--- src/rtl/da_platform_pkg.sv ---
// Shared platform package: default stream-controller constants and the
// PKTEND controller state enumeration.
package da_platform;

    // One full FX2 bulk packet: 512 bytes of 16-bit words.
    localparam int unsigned pkt_words_default    = 256;
    // Idle cycles before a partial packet is committed.
    localparam int unsigned idle_timeout_default = 4096;

    typedef enum logic [1:0] {
        StEmpty,
        StPartial,
        StArm
    } pktend_state_e;

endpackage

--- src/rtl/host_pktend_ctrl_if.sv ---
// Stream bundle between the host_out source, the PKTEND controller and the
// FX2 adapter.
//   master : environment side (drives upstream word, downstream ready, flush)
//   slave  : controller side (drives in_ready, downstream word, pktend_arm,
//            word_count)
interface host_pktend_ctrl_if
    import da_platform::*;
#(
    parameter int unsigned host_width = 16,
    parameter int unsigned pkt_words  = pkt_words_default
);
    localparam int unsigned count_width = $clog2(pkt_words);

    logic [host_width-1:0]  in_data;
    logic                   in_valid;
    logic                   in_ready;
    logic [host_width-1:0]  out_data;
    logic                   out_valid;
    logic                   out_ready;
    logic                   flush_req;
    logic                   pktend_arm;
    logic [count_width-1:0] word_count;

    modport master (
        output in_data, in_valid, out_ready, flush_req,
        input  in_ready, out_data, out_valid, pktend_arm, word_count
    );

    modport slave (
        input  in_data, in_valid, out_ready, flush_req,
        output in_ready, out_data, out_valid, pktend_arm, word_count
    );

endinterface

--- src/rtl/skid_buffer.sv ---
// Two-entry skid buffer with fully registered outputs.
//   in_data/in_valid/in_ready    : upstream valid/ready stream
//   out_data/out_valid/out_ready : downstream valid/ready stream
// in_ready depends only on state, so there is no combinational path from
// out_ready back to in_ready. A word accepted into an empty buffer is on the
// output the next cycle.
module skid_buffer #(
    parameter int unsigned width = 16
) (
    input  logic             clk,
    input  logic             rst_n,
    input  logic [width-1:0] in_data,
    input  logic             in_valid,
    output logic             in_ready,
    output logic [width-1:0] out_data,
    output logic             out_valid,
    input  logic             out_ready
);
    logic [width-1:0] out_data_q, out_data_d;
    logic [width-1:0] skid_data_q, skid_data_d;
    logic             out_valid_q, out_valid_d;
    logic             skid_valid_q, skid_valid_d;
    logic             push;

    // The skid entry only fills behind a valid output entry, so it alone
    // marks the buffer as full.
    assign in_ready = ~skid_valid_q;
    assign push     = in_valid & ~skid_valid_q;

    always_comb begin
        out_data_d   = out_data_q;
        out_valid_d  = out_valid_q;
        skid_data_d  = skid_data_q;
        skid_valid_d = skid_valid_q;
        if (out_valid_q && !out_ready) begin
            // Output stalled: hold it, park any new word in the skid entry.
            if (push) begin
                skid_data_d  = in_data;
                skid_valid_d = 1'b1;
            end
        end else if (skid_valid_q) begin
            out_data_d   = skid_data_q;
            out_valid_d  = 1'b1;
            skid_valid_d = 1'b0;
        end else begin
            out_valid_d = push;
            if (push) begin
                out_data_d = in_data;
            end
        end
    end

    always_ff @(posedge clk or negedge rst_n) begin
        if (!rst_n) begin
            out_data_q   <= '0;
            out_valid_q  <= 1'b0;
            skid_data_q  <= '0;
            skid_valid_q <= 1'b0;
        end else begin
            out_data_q   <= out_data_d;
            out_valid_q  <= out_valid_d;
            skid_data_q  <= skid_data_d;
            skid_valid_q <= skid_valid_d;
        end
    end

    assign out_data  = out_data_q;
    assign out_valid = out_valid_q;

endmodule

--- src/rtl/host_pktend_ctrl.sv ---
// PKTEND controller: passes host_out words to the FX2 adapter through a skid
// buffer, counts words per USB packet and requests a short-packet commit
// (pktend_arm) after an idle timeout or on flush_req.
//   clk, aresetn : sole clock, asynchronous active-low reset
//   bus (slave)  : in_* upstream stream, out_* downstream stream, flush_req,
//                  pktend_arm pulse, word_count of the current packet
module host_pktend_ctrl
    import da_platform::*;
#(
    parameter int unsigned host_width   = 16,
    parameter int unsigned pkt_words    = pkt_words_default,
    parameter int unsigned idle_timeout = idle_timeout_default
) (
    input logic               clk,
    input logic               aresetn,
    host_pktend_ctrl_if.slave bus
);
    localparam int unsigned count_width = $clog2(pkt_words);
    localparam int unsigned idle_width  = $clog2(idle_timeout + 1);

    logic                   rst_sync_q;
    logic                   rst_n;
    pktend_state_e          state_q, state_d;
    logic [count_width-1:0] word_count_q, word_count_d;
    logic [idle_width-1:0]  idle_q, idle_d;
    logic                   skid_in_ready, skid_out_valid, skid_out_ready;
    logic                   arm, xfer, wrap, timeout;

    // Assertion is immediate; release takes effect on the first clk edge, so
    // in_ready rises on that edge.
    always_ff @(posedge clk or negedge aresetn) begin
        if (!aresetn) begin
            rst_sync_q <= 1'b0;
        end else begin
            rst_sync_q <= 1'b1;
        end
    end
    assign rst_n = rst_sync_q;

    assign arm = (state_q == StArm);

    skid_buffer #(
        .width(host_width)
    ) u_skid (
        .clk      (clk),
        .rst_n    (rst_n),
        .in_data  (bus.in_data),
        .in_valid (bus.in_valid & rst_n),
        .in_ready (skid_in_ready),
        .out_data (bus.out_data),
        .out_valid(skid_out_valid),
        .out_ready(skid_out_ready)
    );

    // The arm cycle freezes the downstream side so the commit sees a quiet bus.
    assign bus.in_ready    = skid_in_ready & rst_n;
    assign bus.out_valid   = skid_out_valid & ~arm;
    assign skid_out_ready  = bus.out_ready & ~arm;
    assign xfer            = bus.out_valid & bus.out_ready;
    // pkt_words is a power of two: the last word index is all ones.
    assign wrap            = xfer & (&word_count_q);

    always_comb begin
        idle_d = idle_q;
        if (xfer || arm || word_count_q == '0) begin
            idle_d = '0;
        end else if (idle_q != idle_width'(idle_timeout)) begin
            idle_d = idle_q + 1'b1;
        end
    end

    // Timeout fires on the edge where the counter reaches idle_timeout.
    assign timeout = (idle_d == idle_width'(idle_timeout));

    always_comb begin
        state_d      = state_q;
        word_count_d = xfer ? word_count_q + 1'b1 : word_count_q;
        unique case (state_q)
            StEmpty: begin
                if (xfer) begin
                    state_d = StPartial;
                end
            end
            StPartial: begin
                if (wrap) begin
                    state_d = StEmpty;
                end else if (!xfer && (timeout || bus.flush_req)) begin
                    state_d = StArm;
                end
            end
            StArm: begin
                state_d      = StEmpty;
                word_count_d = '0;
            end
            default: begin
                state_d      = StEmpty;
                word_count_d = '0;
            end
        endcase
    end

    always_ff @(posedge clk or negedge rst_n) begin
        if (!rst_n) begin
            state_q      <= StEmpty;
            word_count_q <= '0;
            idle_q       <= '0;
        end else begin
            state_q      <= state_d;
            word_count_q <= word_count_d;
            idle_q       <= idle_d;
        end
    end

    assign bus.pktend_arm = arm;
    assign bus.word_count = word_count_q;

endmodule

--- src/flat_wrapper.sv ---
// flat-port wrapper written by rule: the top's interface ports become plain ports
module host_pktend_ctrl_flat import da_platform::*;
#(
    parameter int unsigned host_width   = 16,
    parameter int unsigned pkt_words    = pkt_words_default,
    parameter int unsigned idle_timeout = idle_timeout_default
)
  (clk, aresetn, bus_in_data, bus_in_valid, bus_out_ready, bus_flush_req, bus_in_ready, bus_out_data, bus_out_valid, bus_pktend_arm, bus_word_count);
  host_pktend_ctrl_if #(.host_width(host_width), .pkt_words(pkt_words)) bus_i ();
  input logic clk;
  input logic aresetn;
  input wire logic [$bits(bus_i.in_data)-1:0] bus_in_data;
  input wire logic [$bits(bus_i.in_valid)-1:0] bus_in_valid;
  input wire logic [$bits(bus_i.out_ready)-1:0] bus_out_ready;
  input wire logic [$bits(bus_i.flush_req)-1:0] bus_flush_req;
  output wire logic [$bits(bus_i.in_ready)-1:0] bus_in_ready;
  output wire logic [$bits(bus_i.out_data)-1:0] bus_out_data;
  output wire logic [$bits(bus_i.out_valid)-1:0] bus_out_valid;
  output wire logic [$bits(bus_i.pktend_arm)-1:0] bus_pktend_arm;
  output wire logic [$bits(bus_i.word_count)-1:0] bus_word_count;
  assign bus_i.in_data = bus_in_data;
  assign bus_i.in_valid = bus_in_valid;
  assign bus_i.out_ready = bus_out_ready;
  assign bus_i.flush_req = bus_flush_req;
  assign bus_in_ready = bus_i.in_ready;
  assign bus_out_data = bus_i.out_data;
  assign bus_out_valid = bus_i.out_valid;
  assign bus_pktend_arm = bus_i.pktend_arm;
  assign bus_word_count = bus_i.word_count;
  host_pktend_ctrl #(.host_width(host_width), .pkt_words(pkt_words), .idle_timeout(idle_timeout)) u_core (.clk(clk), .aresetn(aresetn), .bus(bus_i));
endmodule
--- config.mk ---
export PLATFORM = sky130hd
export DESIGN_NAME = host_pktend_ctrl_flat
export DESIGN_NICKNAME = d
export VERILOG_FILES = /design/src/rtl/da_platform_pkg.sv /design/src/rtl/host_pktend_ctrl_if.sv /design/src/rtl/skid_buffer.sv /design/src/rtl/host_pktend_ctrl.sv /design/src/flat_wrapper.sv
export SDC_FILE = /design/constraint.sdc
export NUM_CORES = 1
export LEC_CHECK = 0
export ABC_CLOCK_PERIOD_IN_PS = 2000
export CORE_MARGIN = 10
export CORE_UTILIZATION = 47
export DETAILED_ROUTE_END_ITERATION = 12
export PLACE_DENSITY = 0.78
export RECOVER_POWER = 25
export SLEW_MARGIN = 30
export SYNTH_ARGS = -nofsm -noshare
export SYNTH_HDL_FRONTEND = slang
export SYNTH_SLANG_ARGS = --single-unit
export TNS_END_PERCENT = 50
--- constraint.sdc ---
create_clock -name clk -period 2 [get_ports clk]
set_input_delay 0.4 -clock clk [delete_from_list [all_inputs] [get_ports clk]]
set_output_delay 0.4 -clock clk [all_outputs]
set_load 0.02 [all_outputs]
Yosys cells after proc, flatten, opt, wreduce, memory -nomap -nowiden
Index checks and enable logic that the tools add are counted.
{"block": "word_totals", "elab_cells": 56, "ff_bits": 58, "out_inout_bits": 27}
{"block": "classes", "mux": 13, "n_addsub": 2, "n_reduce_logical": 15, "n_eq_ne": 8, "bitwise_logic": 10}
{"op": "$mux W16", "count": 2}
{"op": "$mux W13", "count": 2}
{"op": "$mux W8", "count": 2}
{"op": "$add A13 B1 Y13 const B", "count": 1}
{"op": "$eq A13 B13 Y1 const B", "count": 1}
{"op": "$ne A13 B13 Y1 const B", "count": 1}
{"op": "$add A8 B1 Y8 const B", "count": 1}
{"op": "$logic_not A8 Y1", "count": 1}
{"op": "$reduce_and A8 Y1", "count": 1}
{"op": "$and A1 B1 Y1", "count": 7}
{"op": "$mux W2", "count": 3}
{"op": "$reduce_and A2 Y1", "count": 3}
{"op": "$ne A2 B1 Y1 const B", "count": 2}
{"op": "$pmux W2 S2", "count": 1}
{"op": "$logic_or A1 B1 Y1", "count": 3}
{"op": "$mux W1", "count": 3}
{"op": "$ne A3 B1 Y1 const B", "count": 1}
{"op": "$not A1 Y1", "count": 3}
{"op": "$eq A2 B1 Y1 const B", "count": 1}
{"op": "$eq A2 B2 Y1 const B", "count": 1}
{"op": "$logic_and A1 B1 Y1", "count": 2}
{"op": "$logic_not A1 Y1", "count": 2}
{"op": "$logic_not A2 Y1", "count": 1}
{"op": "$ne A2 B2 Y1 const B", "count": 1}
{"op": "2 further kinds", "count": 2}

Logic depth before layout (Yosys ltp)
Gate-level depths: netlist of run 1.
{"block": "depth", "word_depth": 13, "ltp_mapped": 8, "depth_no_buf": 8}

Modules after synthesis
From an unflattened synthesis of run 1, not the netlist that was laid out.
{"block": "hier_totals", "cells_unflattened": 258, "area_unflattened_um2": 3034.2}
{"mod": "skid_buffer", "area_per_inst_um2": 1557.7, "cells_per_inst": 94, "seq_area_each_um2": 850.8, "instances": 1}
{"mod": "host_pktend_ctrl", "area_per_inst_um2": 1476.4, "cells_per_inst": 164, "seq_area_each_um2": 600.6, "instances": 1}

Least setup slack after synthesis of run 1
Ideal clock, no wire load.
{"block": "synth_path", "path_kind": "register -> register", "startpoint": "register u_core.rst_sync_q, in the netlist u_core.rst_n", "endpoint": "register u_core.u_skid.skid_data_q[10]", "t_arrival_ns": 3.104, "setup_time_ns": 0.125, "path_slack_ns": -1.229, "path_stages_with_launch": 6, "n_path_buf": 1, "t_required_ns": 1.875, "cell_sequence": "dfrtp_1 -> nor2b_1 -> nand2_1 -> nor2_1 -> buf_2 -> mux2_2"}
{"block": "synth_between", "elab_chain_cells": 3}
{"element": "start: declaration", "line": "host_pktend_ctrl.sv:21", "rtl": "logic rst_sync_q;"}
{"element": "start signal: assignment", "line": "host_pktend_ctrl.sv:33", "rtl": "rst_sync_q <= 1'b0;"}
{"element": "start signal: assignment", "line": "host_pktend_ctrl.sv:35", "rtl": "rst_sync_q <= 1'b1;"}
{"element": "$and A1 B1 Y1", "line": "host_pktend_ctrl.sv:48", "rtl": ".in_valid (bus.in_valid & rst_n),"}
{"element": "$and A1 B1 Y1", "line": "skid_buffer.sv:28", "rtl": "assign push = in_valid & ~skid_valid_q;"}
{"element": "$reduce_and A2 Y1 (no line)"}
{"element": "end signal: assignment", "line": "skid_buffer.sv:62", "rtl": "skid_data_q <= skid_data_d;"}
{"element": "end: declaration", "line": "skid_buffer.sv:20", "rtl": "logic [width-1:0] skid_data_q, skid_data_d;"}
Every way passes these cells.
A chain may end at the register's enable or synchronous reset.

Worst setup path in the final report of run 1
{"block": "layout_path", "startpoint": "register u_core.idle_q[1]", "endpoint": "register u_core.state_q[1]"}
{"block": "layout_between", "elab_chain_cells": 8, "word_cells_on_any_way": 9, "cone_classes": "add/sub: 1; eq/ne: 3; mux: 2; reduce/logical: 3"}
{"element": "start: declaration", "line": "host_pktend_ctrl.sv:25", "rtl": "logic [idle_width-1:0] idle_q, idle_d;"}
{"element": "start signal: assignment", "line": "host_pktend_ctrl.sv:110", "rtl": "idle_q <= idle_d;"}
{"element": "$add A13 B1 Y13 or $ne A13 B13 Y1 (tied branches)", "line": "host_pktend_ctrl.sv:68, host_pktend_ctrl.sv:67"}
{"element": "$mux W13 (*)", "line": "host_pktend_ctrl.sv:67", "rtl": "end else if (idle_q != idle_width'(idle_timeout)) begin"}
{"element": "$mux W13 (*)", "line": "host_pktend_ctrl.sv:65", "rtl": "if (xfer || arm || word_count_q == '0) begin"}
{"element": "$eq A13 B13 Y1 (*)", "line": "host_pktend_ctrl.sv:73", "rtl": "assign timeout = (idle_d == idle_width'(idle_timeout));"}
{"element": "$logic_or A1 B1 Y1 (*)", "line": "host_pktend_ctrl.sv:87", "rtl": "end else if (!xfer && (timeout || bus.flush_req)) begin"}
{"element": "$logic_and A1 B1 Y1 (*)", "line": "host_pktend_ctrl.sv:87"}
{"element": "$ne A3 B1 Y1 (no line) (*)"}
{"element": "$reduce_and A2 Y1 (no line) (*)"}
{"element": "end signal: assignment", "line": "host_pktend_ctrl.sv:104", "rtl": "state_q <= StEmpty;"}
{"element": "end signal: assignment", "line": "host_pktend_ctrl.sv:108", "rtl": "state_q <= state_d;"}
{"element": "end: declaration", "line": "host_pktend_ctrl.sv:23", "rtl": "pktend_state_e state_q, state_d;"}
Every way passes the cells marked *; elsewhere a longest branch is shown, timed or not.

==> metrics, run 1 <==
Synth top area share 0.525; Synth Cell Area about 2800 um2; first-pass GRT wire length between 10000 and 15000 um; Routed wire per std cell 15.7 um; final setup fails 2; fin crit share 1.03; Worst setup SP type flop; arrival time at the worst endpoint around 2300 ps; area of the multi-input gates between 1000 and 1500 um2; fillcell total 456; Synth Instances approximately 260; met3 WL between 300 and 400 um; Pwr Density around 1100 nW/um2; CTS tree built; worst hold path class in -> async; DRC viols 0; synthesis-to-finish area growth 35.4%; max-cap violations 0; antenna viol nets, final 0; vias in the first global route around 2.2k; I/O pin total 48; total wire length 6300 um; row cnt 27; Mapped Nets 284; vias 2120; setup_tns -63.6 ps; Worst Path Required approximately 2200 ps; most instantiated cells after synthesis dfrtp_1 (58), nor2_1 (41), a21oi_1 (24), mux2i_1 (17), nand2_1 (13); outcome finished, violations left; GRT overflow 0; TritonCTS Sinks slightly below 60; H-tree Lvls 3; Comb power frac 0.290; Post-synth top flop dfrtp_1; YS warnings 0; switch share 0.305; pre-CTS setup slack -11.6 ps; RSZ-0062 raised after global routing true; Mean Syn Cell Area roughly 11 um2; number of DRC markers in iteration 0 between 150 and 200; top post-synthesis cells by area dfrtp_1 (53%), mux2i_1 (6.2%), nor2_1 (5.6%); Setup Skew between 10 and 15 ps; antenna cell count 0; vias per cell 5.27; P_int approximately 0.0030 W; Worst R2R End u_core.state_q[1]; Async SR Flop Fraction 1.00; Critical Path Sink Type flop; Worst-path clk slew roughly 70 ps; Port Buffer Count between 40 and 50; placed insts around 380; FMAX between 400 and 500 MHz; layout cells sized above 1 0.185; Initial Utilization 0.493; largest net degree at the start of global routing 58; Max Buffers Root-to-Sink 2; Worst Setup EP u_core.state_q[1]; clock network power share 0.321; Netlist cell types 39; uppermost layer routed met4; DPL Wire Length between 4000 and 5000 um; Crit Reg-Reg Startpoint u_core.idle_q[1]; Die X 96.7 um; initial antenna violation count 0; Placeable Area 5610 um2; leading cell type by number of instances after synthesis dfrtp_1; share of power burned in registers 0.389; post-synthesis sequential area ratio 0.525; CP startpoint u_core.idle_q[1]; Leakage Power approximately 1.6 nW; Die ar. approximately 9300 um2; Setup Crit Path Kind reg -> reg; worst skew pair latency roughly 340 ps; failing checks setup timing; Root Buffer clkbuf_8; Setup WS post-layout -61.3 ps; r2r setup slk -60 ps; GP Congestion about 0.85; Global Route Usage Sum 0.131; Die H around 97 um; Register Area ~1500 um2; M1 wire length 2750 um; Layout Cells excl Fill 402; slew margin rel. 0.0448; sw power around 0.0013 W; Slew Limit Fails 0; # nets final 350; Worst Max-Slew Pin Slew roughly 1400 ps; CP Max Fanout 7; Hold Buf Count CTS 0; R2R depth 8; cell taking the most area after synthesis dfrtp_1; VDD IR max between 600 and 700 uV; final hold vios 0; router iterations before antenna repair 4; CTS Buf Count 9; Overall Power roughly 0.0043 W; min Tclk post-route 2060 ps; EDFF count, synth 0; #FFs+latches synth 58; met2 WL approximately 3100 um
-- sequential cells by signal, indices dropped and copies added, names as in the netlist --
name                        count
u_core.u_skid.skid_valid_q      1
u_core.rst_n                    1
u_core.u_skid.out_valid         1
u_core.state_q                  2
u_core.u_skid.out_data         16
u_core.bus.word_count           8
u_core.u_skid.skid_data_q      16
u_core.idle_q                  13
-- what timing repair did --
item | CTS | global route
endpoints found under the setup margin | 4 | 2
setup buffers | 0 | 4
pin swaps | 0 | 3
resized for setup | 4 | 4
-- per-stage QoR --
step / hold WS, ps / cell area, um2 / util
3_3_place_gp: 467 / 3440 / 0.614
6_report: 273 / 3740 / 0.667
4_1_cts: 194 / 3700 / 0.660
5_1_grt: 263 / 3740 / 0.667
3_5_place_dp: 475 / 3440 / 0.614
2_1_floorplan: 104 / 2790 / -
-- worst max-delay path: stages (launching register included) --
cell and delay [ps]:
dfrtp_2 460, inv_2 80, ha_1 140, nor4b_4 220
nand4_2 130, or3_1 370, a21oi_2 180, a41oi_2 140
nor4b_2 260
-- kinds of logic (layout without fill, tap and decap cells) --
group	count (synthesis)	count (layout)	synth area share
simple gates	94	94	0.174
flops	58	58	0.525
compound gates	35	35	0.0743
mux	33	33	0.127
xor+xnor	18	18	0.0570
buf+inv	16	87	0.0231
fa+ha+maj	4	4	0.0181
other cells	1	1	0.00136
-- area by class of cell --
| cell class | instances | area share |
|---|---|---|
| repair buffers | 66 | 0.169 |
| flip-flops and latches | 58 | 0.390 |
| inverters | 5 | 0.00502 |
| well taps | 72 | 0.0241 |
| clock buffers | 11 | 0.0405 |
| clock inverters | 5 | 0.0267 |
| multi-input cells | 185 | 0.345 |
-- power by group through the flow --
stage / clock network (W) / logic (W) / registers [W]
final: 0.00137 / 0.00123 / 0.00165
after global routing: 0.00145 / 0.00135 / 0.00169
after CTS: 0.00139 / 0.00121 / 0.00165
after detailed placement: 0 / 0.00119 / 0.00167
after global placement: 0 / 0.00115 / 0.00165
after floorplan: 0 / 0.000519 / 0.00180
-- worst min path at each step --
stage          cells after the start  slack [ps]                     startpoint                       endpoint
6_report                           1         270                        aresetn                   u_core.rst_n
3_5_place_dp                       1         470  u_core.u_skid.skid_data_q[12]  u_core.u_skid.skid_data_q[12]
4_1_cts                            1         190                        aresetn                   u_core.rst_n
5_1_grt                            1         260                        aresetn                   u_core.rst_n
2_1_floorplan                      0         100                        aresetn                   u_core.rst_n
3_3_place_gp                       1         470  u_core.u_skid.skid_data_q[12]  u_core.u_skid.skid_data_q[12]
-- cell usage in the layout (no fill, tap or decap), types with 6 or more instances in the layout --
master / count
dfrtp_1: 55
nand3_1: 9
xnor2_1: 7
xor2_1: 11
nand4_1: 6
mux2_2: 8
nor2_1: 40
buf_4: 16
nand2_1: 12
mux2_1: 8
a21oi_1: 23
clkbuf_8: 11
mux2i_1: 17
clkdlybuf4s50_1: 44
-- layer usage --
layer | vias up | GRT usage
li1 | 1026 | -
met4 | 0 | 0.0474
met2 | 46 | 0.208
met3 | 9 | 0.0589
met5 | - | 0
met1 | 1039 | 0.153
Power figures use the tool's default switching activity.
==> run 2: changes to the inputs <==
==> constraint.sdc (replaced) <==
create_clock -name clk -period 2 [get_ports clk]
set_input_delay 0.4 -clock clk [delete_from_list [all_inputs] [get_ports clk]]
set_output_delay 0.4 -clock clk [all_outputs]
set_load 0.005 [all_outputs]
==> run 2 against run 1 <==
  * Clock-buffer cell count up 3
  * Clock skew is 2.6 ps lower
  * Global-route usage increased by 0.40 points
  * Critical path type unchanged
  * Total power fell by 7.3%
  * The flow now finishes without violations
  * Setup slack better by 85 ps
  * Hold slack got worse by 3.7 ps
  * Routed wire length decreased by 1.7%
==> metrics, run 2 (synthesized netlist as in run 1, its figures left out) <==
commonest non-fill, non-tap cell in the layout dfrtp_1; antenna viol nets, final 0; Leakage Power approximately 1.6 nW; vias roughly 2.1k; Die ar. just over 9000 um2; met3 usage 0.0561; Root Buffer clkbuf_8; initial antenna violation count 0; Slowest-stage cell, CP o31ai_1; row cnt 27; CP startpoint u_core.idle_q[1]; vias per cell 5.32; FMAX a little over 500 MHz; worst skew pair latency 340 ps; largest net degree at the start of global routing slightly below 60; RSZ-0062 raised after global routing true; first-pass GRT wire length 10800 um; fillcell total between 400 and 500; Placeable Area between 5000 and 6000 um2; busiest grt layer met2; slew margin rel. 0.0575; Die X ~97 um; I/O pin total between 40 and 50; TritonCTS Sinks between 50 and 60; CP Max Fanout 4; Initial Utilization 0.493; Global Route Usage Sum 0.135; Critical Path Sink Type flop; DPL Wire Length ~4200 um; most frequent cells in the layout dfrtp_1 (56), clkdlybuf4s50_1 (46), nor2_1 (40), a21oi_1 (23), mux2i_1 (17); CTS tree built; min Tclk post-route between 1500 and 2000 ps; Setup Crit Path Kind reg -> reg; Min Hold Slack 269 ps; Max stage delay on crit path 450 ps; Max Buffers Root-to-Sink 2; grt met1 use 0.154; Routed wire per std cell 15.4 um; layout cells sized above 1 0.185; worst hold path class in -> async; Worst Max-Slew Pin Slew between 1000 and 1500 ps; Pwr Density 1060 nW/um2; outcome completed; VDD IR max between 600 and 700 uV; router iterations before antenna repair 5; Hold Buf Count CTS 0; Setup Skew between 8 and 9 ps; Die H a little under 100 um; Slew Limit Fails 0; Worst R2R End u_core.state_q[0]; Port Buffer Count 47; # nets final 350; GRT overflow 0; Crit Reg-Reg Startpoint u_core.idle_q[1]; Critical Path, Cell by Cell buf_4, buf_4, nand3_1, nor3_1, buf_4, o31ai_1, a41oi_2, o21a_1; arrival time at the worst endpoint between 2000 and 2500 ps; Worst-path clk slew about 70 ps; Final Util 0.665; number of DRC markers in iteration 0 95; r2r setup slk 20 ps; most used cell, CP buf_4; Worst setup SP type flop; Worst Path Required roughly 2200 ps; antenna cell count 0; final setup fails 0; synthesis-to-finish area growth 35.0%; fin crit share 0.988; R2R depth 8; final hold vios 0; DRC viols 0; met2 usage 0.215; CTS Buf Count 9; vias in the first global route about 2.3k; H-tree Lvls 3; total wire length roughly 6200 um; max-cap violations 0; GP Congestion ~0.85; setup_tns 0 ps
[run 2: power breakdown]
| group | total, W | internal (W) | switching (W) | leakage (nW) |
|---|---|---|---|---|
| registers | 0.00165 | 0.00145 | 0.000196 | 0.715 |
| logic | 0.00110 | 0.000629 | 0.000471 | 0.731 |
| clock network | 0.00120 | 0.000739 | 0.000457 | 0.115 |
[run 2: worst max-delay path by stage]
stage               cells after the start  slack, ps                            end
CTS                                     3          1                  bus_out_valid
global route                            8        -80              u_core.state_q[1]
finish                                  8         20              u_core.state_q[0]
global placement                        8        110              u_core.state_q[1]
floorplan                               5         20  u_core.u_skid.skid_data_q[10]
detailed placement                      8        -40              u_core.state_q[1]
[run 2: timing repair]
action	in CTS	in global routing
setup endpoints to repair	2	4
pin swaps	0	4
endpoints found under the hold margin	0	0
resized for setup	1	9
buffers inserted	1	2
gates cloned	0	0
[run 2: through the flow]
stage               std cells  setup WS (ps)  total power, W  cell area (um2)
floorplan                 259           18.9         0.00216             2780
global placement          383            113         0.00265             3440
detailed placement        383          -40.3         0.00269             3440
CTS                       399          0.969         0.00393             3680
global route              401          -81.7         0.00420             3730
finish                    401           23.7         0.00394             3730
[run 2: layout make-up]
class | instances | area (um2) | area share
clock buffers | 14 | 193 | 0.0516
clock inverters | 1 | 30.0 | 0.00805
inverters | 5 | 18.8 | 0.00503
multi-input cells | 185 | 1310 | 0.350
flip-flops and latches | 58 | 1460 | 0.390
well taps | 72 | 90.1 | 0.0241
repair buffers | 66 | 636 | 0.170
[run 2: worst max-delay path: cells and delay by family (launching register included)]
kind            cells  cell delay [ps]
buf+inv             3              430
flops               1              420
simple gates        2              170
compound gates      3              850
[run 2: layer usage]
| layer | share of wire | vias up | wire length [um] |
|---|---|---|---|
| met5 | 0 | - | 0 |
| met4 | 0.020 | 0 | 122 |
| met3 | 0.074 | 14 | 459 |
| met2 | 0.46 | 54 | 2850 |
| met1 | 0.45 | 1038 | 2760 |
| li1 | - | 1027 | - |
